**src/rtl/sram_burst_ctrl.sv**
```systemverilog
// Burst controller between a request/stream interface and a single-port synchronous SRAM.
// Write bursts stream one word per accepted cycle; read bursts take three cycles per word.
//
// state   | meaning
// --------+-----------------------------------------------------------
// IDLE    | waiting for a request; latches start address and length
// WRITE   | streaming wr_data into SRAM, one word per wr_valid cycle
// RD_ADDR | SRAM address presented for a read
// RD_CAP  | SRAM output valid; captured into rd_data at the edge
// RD_OUT  | rd_data offered to the consumer until rd_ready
// DONE    | one-cycle completion pulse
module sram_burst_ctrl #(
  parameter int datawidth    = 8,
  parameter int addresswidth = 8
) (
  input  logic                    clk,
  input  logic                    rst,
  input  logic                    req_valid,
  output logic                    req_ready,
  input  logic                    req_write,
  input  logic [addresswidth-1:0] req_addr,
  input  logic [addresswidth-1:0] req_len,
  input  logic [datawidth-1:0]    wr_data,
  input  logic                    wr_valid,
  output logic                    wr_ready,
  output logic [datawidth-1:0]    rd_data,
  output logic                    rd_valid,
  input  logic                    rd_ready,
  output logic                    busy,
  output logic                    done,
  output logic                    mem_we,
  output logic [addresswidth-1:0] mem_addr,
  output logic [datawidth-1:0]    mem_din,
  input  logic [datawidth-1:0]    mem_dout
);

  typedef enum logic [2:0] {
    IDLE    = 3'd0,
    WRITE   = 3'd1,
    RD_ADDR = 3'd2,
    RD_CAP  = 3'd3,
    RD_OUT  = 3'd4,
    DONE    = 3'd5
  } state_t;

  state_t                  state, state_nxt;
  logic [addresswidth-1:0] addr, addr_nxt;
  logic [addresswidth-1:0] count, count_nxt;

  always_ff @(posedge clk) begin
    if (rst) begin
      state   <= IDLE;
      addr    <= '0;
      count   <= '0;
      rd_data <= '0;
    end else begin
      state <= state_nxt;
      addr  <= addr_nxt;
      count <= count_nxt;
      if (state == RD_CAP) rd_data <= mem_dout;
    end
  end

  always_comb begin
    state_nxt = state;
    addr_nxt  = addr;
    count_nxt = count;
    req_ready = 1'b0;
    wr_ready  = 1'b0;
    rd_valid  = 1'b0;
    busy      = 1'b1;
    done      = 1'b0;
    mem_we    = 1'b0;
    case (state)
      IDLE: begin
        req_ready = 1'b1;
        busy      = 1'b0;
        if (req_valid) begin
          addr_nxt  = req_addr;
          count_nxt = req_len;
          state_nxt = req_write ? WRITE : RD_ADDR;
        end
      end
      WRITE: begin
        wr_ready = 1'b1;
        mem_we   = wr_valid;
        if (wr_valid) begin
          addr_nxt = addr + addresswidth'(1);
          if (count == '0) state_nxt = DONE;
          else             count_nxt = count - addresswidth'(1);
        end
      end
      RD_ADDR: state_nxt = RD_CAP;
      RD_CAP:  state_nxt = RD_OUT;
      RD_OUT: begin
        rd_valid = 1'b1;
        // rd_data and addr hold while the consumer stalls
        if (rd_ready) begin
          addr_nxt = addr + addresswidth'(1);
          if (count == '0) begin
            state_nxt = DONE;
          end else begin
            count_nxt = count - addresswidth'(1);
            state_nxt = RD_ADDR;
          end
        end
      end
      DONE: begin
        done      = 1'b1;
        state_nxt = IDLE;
      end
      default: state_nxt = IDLE;
    endcase
  end

  assign mem_addr = addr;
  assign mem_din  = wr_data;

endmodule
```
**config.mk**
```make
export PLATFORM = sky130hd
export DESIGN_NAME = sram_burst_ctrl
export DESIGN_NICKNAME = d
export VERILOG_FILES = /design/src/rtl/sram_burst_ctrl.sv
export SDC_FILE = /design/constraint.sdc
export NUM_CORES = 1
export LEC_CHECK = 0
export CORE_ASPECT_RATIO = 1.4
export CORE_UTILIZATION = 45
export CTS_BUF_LIST = sky130_fd_sc_hd__clkbuf_4 sky130_fd_sc_hd__clkbuf_8
export DETAILED_ROUTE_END_ITERATION = 8
export DONT_BUFFER_PORTS = 1
export GPL_ROUTABILITY_DRIVEN = 0
export HOLD_SLACK_MARGIN = 0.15
export PLACE_DENSITY = 0.67
export SLEW_MARGIN = 20
export SYNTH_ARGS = -nofsm -noshare
export SYNTH_HDL_FRONTEND = slang
export SYNTH_SLANG_ARGS = --single-unit
```
**constraint.sdc**
```tcl
create_clock -name clk -period 5.9 [get_ports clk]
set_input_delay 0.59 -clock clk [delete_from_list [all_inputs] [get_ports clk]]
set_output_delay 0.59 -clock clk [all_outputs]
set_load 0.02 [all_outputs]
```
# --- Word-level counts from Yosys, hierarchy flattened ---
# Index checks and enable logic that the tools add are counted.
classes:
  n_eq_ne: 9
  mux: 22
  n_addsub: 2
  reduce_logical: 5
ops:
  columns: ["op", "n"]
  rows:
  - ["8-bit two-way mux", 7]
  - ["8-bit one-hot mux with 3 select lines", 2]
  - ["3-bit two-way mux", 5]
  - ["3-bit one-hot mux with 5 select lines", 1]
  - ["8-bit by 1-bit adder with 8-bit output (second input constant)", 1]
  - ["8-bit logical NOT", 1]
  - ["2-bit inequality test (second input constant)", 4]
  - ["4-bit AND reduction", 2]
  - ["8-bit by 1-bit subtractor with 8-bit output (second input constant)", 1]
  - ["3-bit by 2-bit equality test with 1-bit output (second input constant)", 2]
  - ["3-bit equality test (second input constant)", 2]
  - ["1-bit two-way mux", 6]
  - ["3-bit by 1-bit equality test with 1-bit output (second input constant)", 1]
  - ["3-bit logical NOT", 1]
  - ["3-bit nonzero test", 1]
  - ["2-bit two-way mux", 1]
totals:
  wordCells: 42
  input_bits: 38
  ff_bits: 27
  out_inout_bits: 30

# --- Logic depth before layout (Yosys ltp) ---
# Gate-level depths: netlist (run 1).
depth:
  ltp_word: 4
  ltp_mapped: 7

# --- Worst setup path before layout (run 1) ---
# Ideal clock, no wire load.
synth_timing:
  path_kind: "flip-flop to flip-flop"
  from: "register count[0]"
  to: "register state[2]"
  stages_incl_launch_ff: 8
  t_required_ns: 5.814
  setup_slack_ns: 3.815
  arrival_ns: 1.999
  path_cell_list: "dfxtp_1 inv_1 ha_1 or3b_2 clkbuf_1 or2_4 a2111o_1 a221oi_2"
synth_between:
  elab_chain_len: 4
  elab_cells_between_ends: 6
  cone_classes: "eq/ne: 1; mux: 3; reduce/logical: 2"
synth_rtl:
  columns: ["item", "line_no", "rtl"]
  rows:
  - ["start: declaration", "48", "logic [addresswidth-1:0] count, count_nxt;"]
  - ["start signal: assignment", "59", "count <= count_nxt;"]
  - ["8-bit logical NOT *", "89, 100", null]
  - ["3-bit two-way mux", "100", "if (count == '0) begin"]
  - ["3-bit two-way mux", "98", "if (rd_ready) begin"]
  - ["3-bit one-hot mux with 5 select lines", "74", "case (state)"]
  - ["end signal: assignment", "57", "state <= state_nxt;"]
  - ["end: declaration", "46", "state_t state, state_nxt;"]
# Every way passes the cells marked *; elsewhere a longest branch is shown, timed or not. The select of a mux whose other input is x is not followed.
# A chain may end at the register's enable or synchronous reset.

# --- Final worst setup path (run 1) ---
layout_timing:
  from: "register state[1]"
  to: "output port done"
layout_between:
  elab_chain_len: 2
layout_rtl:
  columns: ["item", "line_no", "rtl"]
  rows:
  - ["3-bit equality test", "74", null]
  - ["1-bit two-way mux", "74", null]
  - ["end: declaration", "30", "output logic done,"]
# No other way between the ends.

==> flow_summary.toml, run 1 <==
[final_layout]
area_growth_pct = -0.828
final_util = 0.479
num_antenna_cells = 0
fin_area_mm2 = 0.00165
drive_gt1_frac = 0.0582
fin_nets = 231

[detailed_routing]
wl_per_cell_um = 18.2
drc_errors = 0
vias = 1545
drtPass1Iterations = 4
routed_wl_mm = 4.16
via_per_inst = 6.75
drtIter0Drc = 39
ant_nets = 0

[setup_path]
end_kind = "output pin"
cp.arrival_ps = 2010
required_ps = 5310
critPathMaxFanout = 29
path_class = "register to output pin"
worst_setup_path_start_kind = "register"
r2r_slack_ps = 3430

[logic_synthesis]
netlist.area_leader.share = 0.325
ys_types = 48
ys_ff_latch = 27
yosysSeqAreaShare = 0.325
synthTopCellsByArea = "dfxtp_1, mux2i_1, o21ai_0"
synth_edf_count = 0
synth-warning-count = 0
synth.cell_area_mm2 = 0.00166
synthCells = 207
yosys.area.top_type = "dfxtp_1"
synth-main-ff-cell = "dfxtp_1"
syn-mean-instance-area_um2 = 8.03
async_flop_share = 0
synth_nets = 248

[timing]
setup_violations = 0
fin_skew_ps = 3.20
whs_ps = 372
clock.fmax_mhz = 385
setup_tns_ps = 0
final-hold-violation-count = 0
maxSlewViolCount = 0
slew_headroom = 0.398
rsz0062_at_grt = "false"
final.period_utilization = 0.440
period_needed_ps = 2600
tightest_slew_ps = 902

[hold_path]
min_path_type = "input port to register"

[clocking]
cts-hold-fix-buffers = 0
cts_root_buffer = "clkbuf_8"
cts.path.max_buffers = 2
cts_setup_buffers = 0
cts.repair.resized = 0
cts_max_level = 1
cts_tree = "yes"
clkLatencyLatePin_ps = 280
clock_sinks = 27
cts_inserted_buffers = 3
clkTransAtPathRegs_ps = 90

[outcome]
status = "finished, final reports clean"

[floorplanning]
start_util = 0.483
coreArea_mm2 = 0.00344
die_h_um = 73.9
die_w_um = 53.4
row_count = 25
dieArea_mm2 = 0.00394
pin_count = 68

[grt]
grt_usage = 0.218
antenna_found_initial = 0
first_global_vias = 1495
grt_pass1_wl_mm = 6.42
grt_max_degree = 30
grt_overflow = 0

[placement]
port_buffers = 0
dp.final_hpwl_mm = 2.92
dpl_cell_area_mm2 = 0.00160

[power]
ir_worst_vdd_uv = 186
power.leakage_uw = 0.000625
p_per_area_mw_per_mm2 = 360

[flow_run]
max_cap_violations = 0
## path summary, 6_finish.rpt
path,to,start,depth (start not counted)
max,done,state[1],2
min,state[2],rst,1
max reg2reg,count[7],state[0],4
min reg2reg,count[4],count[4],2
## cell usage in the layout, fill, tap and decap left out, types with 3 or more instances in the layout
| cell type | instances |
|---|---|
| dfxtp_1 | 27 |
| nor2_1 | 18 |
| o21ai_0 | 15 |
| inv_1 | 13 |
| a21oi_1 | 13 |
| nor3_1 | 11 |
| mux2i_1 | 9 |
| o32ai_1 | 8 |
| nand2_1 | 7 |
| nand3_1 | 5 |
| and3_1 | 4 |
| o211ai_1 | 4 |
| o31a_1 | 4 |
| a21o_1 | 3 |
| a211oi_1 | 3 |
| nor4_1 | 3 |
| a32oi_1 | 3 |
| ha_1 | 3 |
| clkbuf_8 | 3 |
## layer usage
| metal | GRT usage | up-vias | wire length [um] |
|---|---|---|---|
| met2 | 0.363 | 52 | 2060 |
| met5 | 0 | - | 0 |
| met4 | 0.126 | 0 | 67 |
| li1 | - | 731 | - |
| met1 | 0.233 | 755 | 1720 |
| met3 | 0.0766 | 7 | 312 |
## cells in the mapped netlist (all sizes together), types with 4 or more instances
cell type / instances
nand2: 7
and3: 4
dfxtp: 27
o211ai: 4
buf: 14
mux2i: 9
inv: 13
nor3: 11
nand3: 5
o21ai: 15
o31a: 4
nor2: 18
clkbuf: 9
o32ai: 8
a21oi: 14
## power breakdown
part	switching, uW	total (uW)	internal [uW]	leakage, uW
Combinational	142	232	89.8	0.000379
Sequential	48.1	254	206	0.000221
Clock	60.2	108	47.4	0.0000255
Total	250	594	343	0.000625
## critical path, cell delays in order (launching register included)
cell and delay, ps:
dfxtp_1 920, inv_1 440, and3_1 370
## registers in the layout, indices dropped and copies added (netlist names)
register	count
count	8
mem_addr	8
rd_data	8
state	3
## logic make-up (layout without fill, tap and decap cells)
logic type | after synthesis | after routing | share of synthesized area
muxes | 10 | 10 | 0.0610
AOI/OAI and AO/OA | 66 | 66 | 0.276
xor gates and xnor gates | 2 | 2 | 0.0105
and+or+nand+nor | 63 | 63 | 0.202
buffers and inverters | 36 | 18 | 0.102
adders and majority gates | 3 | 3 | 0.0226
DFF | 27 | 27 | 0.325
## through the flow
step / power [uW] / setup WS, ps / instances
floorplan: 452 / 3810 / 207
global placement: 477 / 3240 / 225
detailed placement: 487 / 3490 / 225
CTS: 592 / 3330 / 229
global route: 634 / 3170 / 229
finish: 594 / 3300 / 229
## area by class of cell
cell class,count,area (um2)
Sequential cell,27,541
Tap cell,40,50.0
Clock buffer,3,41.3
Fill cell,358,1790
Inverter,13,48.8
Clock inverter,1,5.00
Multi-Input combinational cell,144,955
Timing Repair Buffer,1,7.51
Power figures use the tool's default switching activity.
==> inputs of run 2 (changes only) <==
- PLACE_DENSITY: 0.67 -> 0.69
- clock period: 5.9 -> 2.35 ns (I/O delays scaled with it)
==> run 2 against run 1 <==
Net effect:
- clock power rose to 2.6 times the previous value
- routed wire length increased by 3.3%
- clock skew is 0.96 ps lower
- sequential cell count stayed put
- non-clock buffer count rose by 20
- count of clock-buffer cells in the layout rose by 1
- via count up 5.5%
- design area up 11%
- critical path depth increased by 4
- combinational power rose to 2.8 times the previous value
- first-iteration DRC count up 69%
- die area did not move
==> flow_summary.toml, run 2 (synthesis results as in run 1) <==
[setup_path]
path_class = "register to register"
reg2reg_depth = 6
worstReg2RegStart = "count[0]"
required_ps = 2540
r2r_end = "state[2]"
crit_buf_inv = 1
worst_setup_path_start_kind = "register"
critPathMaxFanout = 8
crit_family = "simple AND/OR/NAND/NOR gates"
r2r_slack_ps = 190
critical_path.cell_chain = "inv_1, ha_1, or3b_2, or2_4, a2111o_1, a221oi_2"
max_stage_delay_ps = 540
end_kind = "register"
cp.arrival_ps = 2340
cp_slowest_cell = "or3b_2"

[final_layout]
num_antenna_cells = 0
stdcell_count = 249
final_common_cell = "dfxtp_1"
drive_gt1_frac = 0.0766
fin_area_mm2 = 0.00183
area_growth_pct = 10.2
fin_nets = 251
fillers = 326
layout_common_cells = "dfxtp_1, nor2_1, o21ai_0, a21oi_1, dlygate4sd3_1"
multi_input_area_um2 = 951
regArea_um2 = 541

[timing]
maxSlewViolCount = 0
fin_skew_ps = 2.24
final.period_utilization = 0.918
whs_ps = 180
slew_headroom = 0.279
setup_tns_ps = 0
tightest_slew_ps = 1080
final-hold-violation-count = 0
setup_violations = 0
rsz0062_at_grt = "false"
period_needed_ps = 2160
worst_slack_ps = 193
clock.fmax_mhz = 464

[floorplanning]
die_w_um = 53.4
dieArea_mm2 = 0.00394
pin_count = 68
row_count = 25
coreArea_mm2 = 0.00344
start_util = 0.483
die_h_um = 73.9

[placement]
dp.final_hpwl_mm = 2.95
placed_cells = 231
port_buffers = 0
dpl_cell_area_mm2 = 0.00164
place_ws_ps = 235

[detailed_routing]
wl_per_cell_um = 17.3
via_per_inst = 6.55
drtIter0Drc = 66
vias = 1630
ant_nets = 0
drc_errors = 0
routed_wl_mm = 4.30
drtPass1Iterations = 4

[grt]
grt_max_degree = 27
grt_overflow = 0
grt_usage = 0.230
first_global_vias = 1546
grt_pass1_wl_mm = 6.73
antenna_found_initial = 0

[clocking]
clock_sinks = 27
cts_max_level = 1
cts.path.max_buffers = 2
clkLatencyLatePin_ps = 270
clkTransAtPathRegs_ps = 90
cts_inserted_buffers = 3
cts.repair.resized = 0
cts_tree = "yes"
cts_root_buffer = "clkbuf_8"

[hold_path]
holdPathEnd = "state[2]"
min_path_type = "input port to register"
worstHoldPathCells = 2
worstHoldStart = "rd_ready"

[power]
ir_worst_vdd_uv = 445
power.leakage_uw = 0.000715
p_per_area_mw_per_mm2 = 847

[outcome]
status = "finished, final reports clean"

[flow_run]
max_cap_violations = 0
[run 2: changes by cell type in the layout (fill, tap and decap cells not counted)]
cell           before  now
a21oi_1            13   14
a21oi_2             1    0
buf_4               1    7
clkbuf_4            0    1
clkinv_2            1    0
dlygate4sd3_1       0   14
[run 2: worst max path at each step]
stage	slack [ps]	cells past startpoint	endpoint	from
after global routing	100	6	state[2]	count[0]
after detailed placement	240	6	state[2]	count[0]
after global placement	290	6	state[2]	count[0]
final	190	6	state[2]	count[0]
after floorplan	260	7	state[2]	count[0]
after CTS	200	6	state[2]	count[0]
[run 2: layout make-up]
type,instances,area share
Clock buffer,4,0.0266
Multi-Input combinational cell,144,0.519
Inverter,13,0.0266
Timing Repair Buffer,21,0.105
Sequential cell,27,0.295
Tap cell,40,0.0273
[run 2: what timing repair did]
action / in CTS / in global routing
buffers inserted: 0 / 0
endpoints found under the setup margin: 0 / 0
endpoints found under the hold margin: 26 / 1
hold buffers: 13 / 1
[run 2: per-layer routing]
| metal | up-vias | wire length, um | GRT usage |
|---|---|---|---|
| met5 | - | 0 | 0 |
| met4 | 0 | 159 | 0.158 |
| met3 | 17 | 349 | 0.0476 |
| met2 | 79 | 2130 | 0.360 |
| met1 | 764 | 1660 | 0.277 |
| li1 | 770 | - | - |
[run 2: stage by stage]
step	util	total power, uW
finish	0.532	1550
global route	0.532	1650
CTS	0.529	1540
detailed placement	0.477	1240
global placement	0.477	1230
floorplan	-	1130
[run 2: where the power goes]
| group | switching (uW) | internal [uW] |
|---|---|---|
| logic | 383 | 261 |
| clock network | 147 | 133 |
| registers | 109 | 518 |
| total | 639 | 912 |
